$ cat src/rtl/uart_rx_frontend_if.sv
// uart_rx_frontend_if
// Read-side handshake between the receive FIFO and the bus logic.
//   rd_valid : FIFO holds at least one byte (driven by the receiver)
//   rd_data  : FIFO head, zero when empty (driven by the receiver)
//   rd_ready : pop request (driven by the bus side)
// The master modport is the receiver (data producer); slave is the consumer.
interface uart_rx_frontend_if #(
  parameter int DATA_BITS = 8
);
  logic                 rd_valid;
  logic [DATA_BITS-1:0] rd_data;
  logic                 rd_ready;

  modport master (
    output rd_valid,
    output rd_data,
    input  rd_ready
  );

  modport slave (
    input  rd_valid,
    input  rd_data,
    output rd_ready
  );
endinterface

$ cat src/rtl/uart_rx_frontend.sv
// uart_rx_frontend
// UART receive front end: synchronises ser_rx, recovers 8N1-style frames with
// a programmable clocks-per-bit divisor, and buffers bytes in a small
// first-word-fall-through FIFO. Framing and overrun errors are sticky.
// Ports:
//   clk, reset   : system clock, asynchronous active-high reset
//   ser_rx       : asynchronous serial input, idles high
//   rx_enable    : receiver enable; low aborts a frame in progress
//   clk_div      : bit period minus one, in clk cycles (>= 3)
//   rd           : FIFO read handshake (rd_valid / rd_data / rd_ready)
//   fifo_level   : number of stored bytes
//   rx_busy      : receiver FSM not idle
//   frame_err    : sticky, stop bit sampled low
//   overrun      : sticky, byte dropped because the FIFO was full
//   err_clr      : single-cycle clear of both sticky flags
module uart_rx_frontend #(
  parameter int DATA_BITS  = 8,
  parameter int FIFO_DEPTH = 8
) (
  input  logic                          clk,
  input  logic                          reset,
  input  logic                          ser_rx,
  input  logic                          rx_enable,
  input  logic [31:0]                   clk_div,
  uart_rx_frontend_if.master            rd,
  output logic [$clog2(FIFO_DEPTH):0]   fifo_level,
  output logic                          rx_busy,
  output logic                          frame_err,
  output logic                          overrun,
  input  logic                          err_clr
);
  localparam int AW = $clog2(FIFO_DEPTH);
  localparam int BW = $clog2(DATA_BITS) + 1;
  localparam logic [BW-1:0] LAST_BIT  = BW'(DATA_BITS - 1);
  localparam logic [AW:0]   DEPTH_LVL = (AW + 1)'(FIFO_DEPTH);

  typedef enum logic [1:0] {IDLE, START, DATA, STOP} state_t;

  state_t               state_reg;
  logic [31:0]          cnt_reg;
  logic [BW-1:0]        bit_cnt_reg;
  logic [DATA_BITS-1:0] shift_reg;
  logic                 sync1_reg, sync2_reg, prev_reg;
  logic                 frame_err_reg, overrun_reg;
  logic [AW:0]          wr_ptr_reg, rd_ptr_reg;
  logic [DATA_BITS-1:0] mem [FIFO_DEPTH];

  logic [31:0] half;
  logic        start_edge;
  logic        stop_hit, push, bad_stop;
  logic        empty, full, pop, push_ok, overrun_set;
  logic [AW:0] level;

  assign half       = clk_div >> 1;
  assign start_edge = prev_reg && !sync2_reg;

  // Stop-bit sample cycle; gated by rx_enable since disable wins over the FSM.
  assign stop_hit = (state_reg == STOP) && (cnt_reg == clk_div) && rx_enable;
  assign push     = stop_hit && sync2_reg;
  assign bad_stop = stop_hit && !sync2_reg;

  assign level       = wr_ptr_reg - rd_ptr_reg;
  assign empty       = (level == '0);
  assign full        = (level == DEPTH_LVL);
  assign pop         = !empty && rd.rd_ready;
  // A full FIFO still takes the byte when the head leaves in the same cycle.
  assign push_ok     = push && (!full || pop);
  assign overrun_set = push && full && !pop;

  // Input synchroniser plus edge-history flop, all idle-high.
  always_ff @(posedge clk or posedge reset) begin
    if (reset) begin
      sync1_reg <= 1'b1;
      sync2_reg <= 1'b1;
      prev_reg  <= 1'b1;
    end else begin
      sync1_reg <= ser_rx;
      sync2_reg <= sync1_reg;
      prev_reg  <= sync2_reg;
    end
  end

  // Frame recovery FSM.
  always_ff @(posedge clk or posedge reset) begin
    if (reset) begin
      state_reg   <= IDLE;
      cnt_reg     <= '0;
      bit_cnt_reg <= '0;
      shift_reg   <= '0;
    end else if (!rx_enable) begin
      state_reg <= IDLE;
      cnt_reg   <= '0;
    end else begin
      case (state_reg)
        IDLE: begin
          cnt_reg <= '0;
          // Needs a fresh falling edge, so a held-low line never retriggers.
          if (start_edge) begin
            state_reg   <= START;
            bit_cnt_reg <= '0;
          end
        end
        START: begin
          if (cnt_reg == half) begin
            cnt_reg   <= '0;
            state_reg <= sync2_reg ? IDLE : DATA;
          end else begin
            cnt_reg <= cnt_reg + 32'd1;
          end
        end
        DATA: begin
          if (cnt_reg == clk_div) begin
            cnt_reg     <= '0;
            shift_reg   <= {sync2_reg, shift_reg[DATA_BITS-1:1]};
            bit_cnt_reg <= bit_cnt_reg + BW'(1);
            if (bit_cnt_reg == LAST_BIT) state_reg <= STOP;
          end else begin
            cnt_reg <= cnt_reg + 32'd1;
          end
        end
        STOP: begin
          if (cnt_reg == clk_div) begin
            cnt_reg   <= '0;
            state_reg <= IDLE;
          end else begin
            cnt_reg <= cnt_reg + 32'd1;
          end
        end
        default: begin
          state_reg <= IDLE;
          cnt_reg   <= '0;
        end
      endcase
    end
  end

  // FIFO pointers carry one extra wrap bit so full and empty differ.
  always_ff @(posedge clk or posedge reset) begin
    if (reset) begin
      wr_ptr_reg <= '0;
      rd_ptr_reg <= '0;
    end else begin
      if (push_ok) wr_ptr_reg <= wr_ptr_reg + (AW + 1)'(1);
      if (pop)     rd_ptr_reg <= rd_ptr_reg + (AW + 1)'(1);
    end
  end

  // Storage has no reset; empty gating keeps rd_data at zero.
  always_ff @(posedge clk) begin
    if (push_ok) mem[wr_ptr_reg[AW-1:0]] <= shift_reg;
  end

  // Sticky flags: a set event beats a same-cycle clear.
  always_ff @(posedge clk or posedge reset) begin
    if (reset) begin
      frame_err_reg <= 1'b0;
      overrun_reg   <= 1'b0;
    end else begin
      if (bad_stop)     frame_err_reg <= 1'b1;
      else if (err_clr) frame_err_reg <= 1'b0;
      if (overrun_set)  overrun_reg   <= 1'b1;
      else if (err_clr) overrun_reg   <= 1'b0;
    end
  end

  assign rd.rd_valid = !empty;
  assign rd.rd_data  = empty ? '0 : mem[rd_ptr_reg[AW-1:0]];
  assign fifo_level  = level;
  assign rx_busy     = (state_reg != IDLE);
  assign frame_err   = frame_err_reg;
  assign overrun     = overrun_reg;
endmodule
$ cat src/flat_wrapper.sv
// flat-port wrapper written by rule: the top's interface ports become plain ports
module uart_rx_frontend_flat 
#(
  parameter int DATA_BITS  = 8,
  parameter int FIFO_DEPTH = 8
)
  (clk, reset, ser_rx, rx_enable, clk_div, fifo_level, rx_busy, frame_err, overrun, err_clr, rd_rd_valid, rd_rd_data, rd_rd_ready);
  uart_rx_frontend_if #(.DATA_BITS(DATA_BITS)) rd_i ();
  input  logic clk;
  input  logic reset;
  input  logic ser_rx;
  input  logic rx_enable;
  input  logic [31:0] clk_div;
  output logic [$clog2(FIFO_DEPTH):0] fifo_level;
  output logic rx_busy;
  output logic frame_err;
  output logic overrun;
  input  logic err_clr;
  output wire logic [$bits(rd_i.rd_valid)-1:0] rd_rd_valid;
  output wire logic [$bits(rd_i.rd_data)-1:0] rd_rd_data;
  input wire logic [$bits(rd_i.rd_ready)-1:0] rd_rd_ready;
  assign rd_rd_valid = rd_i.rd_valid;
  assign rd_rd_data = rd_i.rd_data;
  assign rd_i.rd_ready = rd_rd_ready;
  uart_rx_frontend #(.DATA_BITS(DATA_BITS), .FIFO_DEPTH(FIFO_DEPTH)) u_core (.clk(clk), .reset(reset), .ser_rx(ser_rx), .rx_enable(rx_enable), .clk_div(clk_div), .rd(rd_i), .fifo_level(fifo_level), .rx_busy(rx_busy), .frame_err(frame_err), .overrun(overrun), .err_clr(err_clr));
endmodule
$ cat config.mk
export PLATFORM = sky130hd
export DESIGN_NAME = uart_rx_frontend_flat
export DESIGN_NICKNAME = d
export VERILOG_FILES = /design/src/rtl/uart_rx_frontend_if.sv /design/src/rtl/uart_rx_frontend.sv /design/src/flat_wrapper.sv
export SDC_FILE = /design/constraint.sdc
export NUM_CORES = 1
export LEC_CHECK = 0
export ABC_AREA = 1
export BUFFER_PORTS_ARGS = -buffer_cell sky130_fd_sc_hd__buf_2
export CORE_ASPECT_RATIO = 0.75
export CORE_UTILIZATION = 65
export DETAILED_ROUTE_END_ITERATION = 6
export PLACE_DENSITY_LB_ADDON = 0.15
export SLEW_MARGIN = 10
export SYNTH_ARGS = -nofsm -noshare
export SYNTH_HDL_FRONTEND = slang
export SYNTH_SLANG_ARGS = --single-unit
$ cat constraint.sdc
create_clock -name clk -period 7.5 [get_ports clk]
set_clock_uncertainty 0.1 [all_clocks]
set_input_delay 1.5 -clock clk [delete_from_list [all_inputs] [get_ports clk]]
set_output_delay 1.5 -clock clk [all_outputs]
set_load 0.03 [all_outputs]
==> flow_summary.yaml <==
placement:
  placed_area_um2: 6970
  dp_worst_setup_slack_ps: 3030
  routabilityCongestion: 0.867
  dp.final_hpwl_um: 10200
  portBuffers: 53
  place.detailed.instances: 906
worst_setup_path:
  critical_path_required_ps: 5900
  crit_slowest_cell: "sky130_fd_sc_hd__dfrtp_1"
  highest_net_fanout_along_the_worst_path: 19
  worst_path_largest_cell_delay_ps: 680
  critPathTopFamily: "buffers and inverters"
  arrival_ps: 3410
  critPathLaunchType: "flop"
  path_class: "flop to primary output"
  cp_num_buf_inv: 3
  endpoint_kind: "primary output"
  worstPathCellList: "clkinv_1 > fa_1 > xor2_1 > nor3_1 > nand2_1 > inv_1 > nor2_1 > buf_2"
floorplan:
  floorplan.die_area_um2: 10800
  initial_core_util_pct: 68.2
  die-width_um: 119
  die-height_um: 90.1
  core-area_um2: 9850
  fp-row-count: 31
  design.portCount: 54
synthesis:
  yosys_most_used_dff: "sky130_fd_sc_hd__edfxtp_1"
  ys_top_cells_by_count: "170 x sky130_fd_sc_hd__nand2_1, 88 x sky130_fd_sc_hd__nor2_1, 77 x sky130_fd_sc_hd__inv_1"
  post_synthesis_cell_count: 744
  synth.avg_cell_area_um2: 9.03
  synth_largest_type_area_fraction_pct: 28.6
  synth_sequential_area_ratio_pct: 50.6
  synth_area_um2: 6720
  postSynthNetCount: 790
  async_flop_share_pct: 48.0
  synth_edf_count: 64
  yosys-top-cells-area: "sky130_fd_sc_hd__edfxtp_1 29%, sky130_fd_sc_hd__dfrtp_1 21%, sky130_fd_sc_hd__nand2_1 9.5%, sky130_fd_sc_hd__xnor2_1 6.0%, sky130_fd_sc_hd__nor2_1 4.9%"
  synth.ff_latch_count: 123
  synthMostInstantiatedCell: "sky130_fd_sc_hd__nand2_1"
  ys.warnings.count: 0
  post_synth_num_cell_types: 38
  synth_top_area_cell: "sky130_fd_sc_hd__edfxtp_1"
power:
  switching_share_pct: 33.7
  power_frac_clock_pct: 39.6
  power.switching_mw: 0.776
  ir_drop_uv: 189
  cellInternalPower_mw: 1.52
  pwr-share-comb_pct: 27.1
  power.share.sequential_pct: 33.3
  design_power_total_mw: 2.30
  pwr_density_cell_nw_per_um2: 301
  leakage_power_summed_over_all_cells_nw: 3.21
timing:
  slew-limit-headroom_pct: 35.3
  timing_hold_violations_final: 0
  pin_slew_with_the_least_headroom_to_its_limit_ps: 965
  finalSetupViolCount: 0
  slew_viol_final: 0
  timing.setup.tns_ps: 0
  final.setup.worst_slack_ps: 2490
  timing.final.crit_period_ps: 5010
  final_critical_path_share_of_the_clock_period_pct: 66.8
  unrepaired_setup_endpoints_after_global_routing: "no"
  f_max_mhz: 200
cells_and_area:
  fin_area_um2: 7630
  finish.cell_count_without_fillers: 938
  nets: 839
  insertedDiodeCount: 0
  flip_flop_count_of_the_largest_register_after_layout: 64
  num-fill-cells: 656
  layout-drive-gt1-share_pct: 17.1
  synth_to_layout_area_growth_pct: 13.5
detailed_routing:
  drt-total-wl_um: 15400
  num_vias: 5255
  viasPerCell: 5.60
  drt-pass1-iter-count: 7
  drc: 0
  antenna_left: 0
  drt_iter0_markers: 477
  avgRoutedWirePerCell_um: 16.4
global_route:
  antenna_found_initial: 0
  grt_overflow_total: 0
  first_global_vias: 5033
  grt_first_pass_wirelength_um: 25200
  grt_start_max_net_pins: 60
  globalRouteTotalUtil_pct: 31.3
status:
  status: "finished, final reports clean"
clock_tree:
  cts.path.max_buffers: 2
  insertion_delay_ps: 420
  clk_transition_reported_paths_ps: 50
  cts.sink_count: 123
  cts-resized-gates: 0
  tritoncts: "yes"
  hold_buffers: 0
  post-cts-setup-buffers: 0
  cts_buffers: 17
  clock-root-buffer: "sky130_fd_sc_hd__clkbuf_16"
  htree_levels: 4
worst_hold_path:
  hold_class: "flop to flop"
job:
  drv.max_cap_violation_count: 0
[cells by family after synthesis]
kind of cell / after synthesis / share of synthesized area [%]
buffers and inverters: 111 / 7.74
multiplexers: 16 / 2.68
adder cells (fa/ha/maj): 8 / 1.60
flip-flops: 123 / 50.6
XOR/XNOR: 75 / 9.88
AND/OR/NAND/NOR: 348 / 22.7
AO/OA/AOI/OAI: 63 / 4.77
[worst reg2reg max path: stages (launching register included)]
cell and delay (ps):
sky130_fd_sc_hd__dfrtp_1 680, sky130_fd_sc_hd__clkinv_1 640, sky130_fd_sc_hd__ha_1 430, sky130_fd_sc_hd__a21oi_1 150, sky130_fd_sc_hd__nand2_1 90, sky130_fd_sc_hd__xnor2_1 180
sky130_fd_sc_hd__inv_1 100, sky130_fd_sc_hd__nand3b_1 400, sky130_fd_sc_hd__nand3_2 170, sky130_fd_sc_hd__nor2_1 740
[cell type report]
cell class                      instances  area [µm²]  share of cell area (%)
Sequential cell                       123        3400                    44.6
Multi-Input combinational cell        510        2800                    36.7
Clock buffer                           19         443                    5.81
Inverter                               86         323                    4.23
Timing Repair Buffer                   55         280                    3.68
Clock inverter                         13         214                    2.81
Tap cell                              132         165                    2.17
[metal layers]
metal  share of wire (%)  up-vias  GRT usage [%]
met5                   0        -              0
met4                 1.7        0           11.4
met3                 9.6       25           8.25
met2                  44      234           46.2
met1                  44     2491           44.6
li1                    -     2505              -
[worst paths after layout]
| check | start | endpoint | slack [ps] | cells past startpoint |
|---|---|---|---|---|
| hold reg to reg | u_core.sync1_reg | u_core.sync2_reg | 260 | 0 |
| setup / recovery | u_core.rd_ptr_reg[1] | rd_rd_data[7] | 2490 | 8 |
| max in group asynchronous | reset | u_core.shift_reg[1] | 5600 | 3 |
| hold / removal | u_core.sync1_reg | u_core.sync2_reg | 260 | 0 |
| setup reg to reg | u_core.rd_ptr_reg[1] | u_core.mem[1][7] | 3440 | 9 |
| min in group asynchronous | reset | u_core.cnt_reg[29] | 1190 | 3 |
[power by group through the flow]
stage                     combinational [mW]  clock, mW  sequential [mW]
after floorplan                        0.477          0            0.756
after global placement                 0.592          0            0.774
after detailed placement               0.608          0            0.775
after CTS                              0.621      0.919            0.763
after global routing                   0.683      0.946            0.769
final                                  0.623      0.911            0.765
[through the flow]
step | hold slack (ps) | utilization [%]
finish | 255 | 77.4
CTS | 255 | 77.4
global route | 263 | 77.4
detailed placement | 247 | 70.7
global placement | 250 | 70.7
floorplan | 245 | -
[cell usage in the layout, fill, tap and decap left out, types with 21 or more instances in the layout]
| cell | count |
|---|---|
| sky130_fd_sc_hd__buf_2 | 53 |
| sky130_fd_sc_hd__xor2_1 | 28 |
| sky130_fd_sc_hd__xnor2_1 | 46 |
| sky130_fd_sc_hd__nor2_1 | 88 |
| sky130_fd_sc_hd__edfxtp_1 | 64 |
| sky130_fd_sc_hd__dfrtp_1 | 56 |
| sky130_fd_sc_hd__o21ai_0 | 36 |
| sky130_fd_sc_hd__a21oi_1 | 21 |
| sky130_fd_sc_hd__nand2_1 | 170 |
| sky130_fd_sc_hd__nand3_1 | 32 |
| sky130_fd_sc_hd__inv_1 | 76 |
Note: power is estimated with default switching activity, not from simulation.
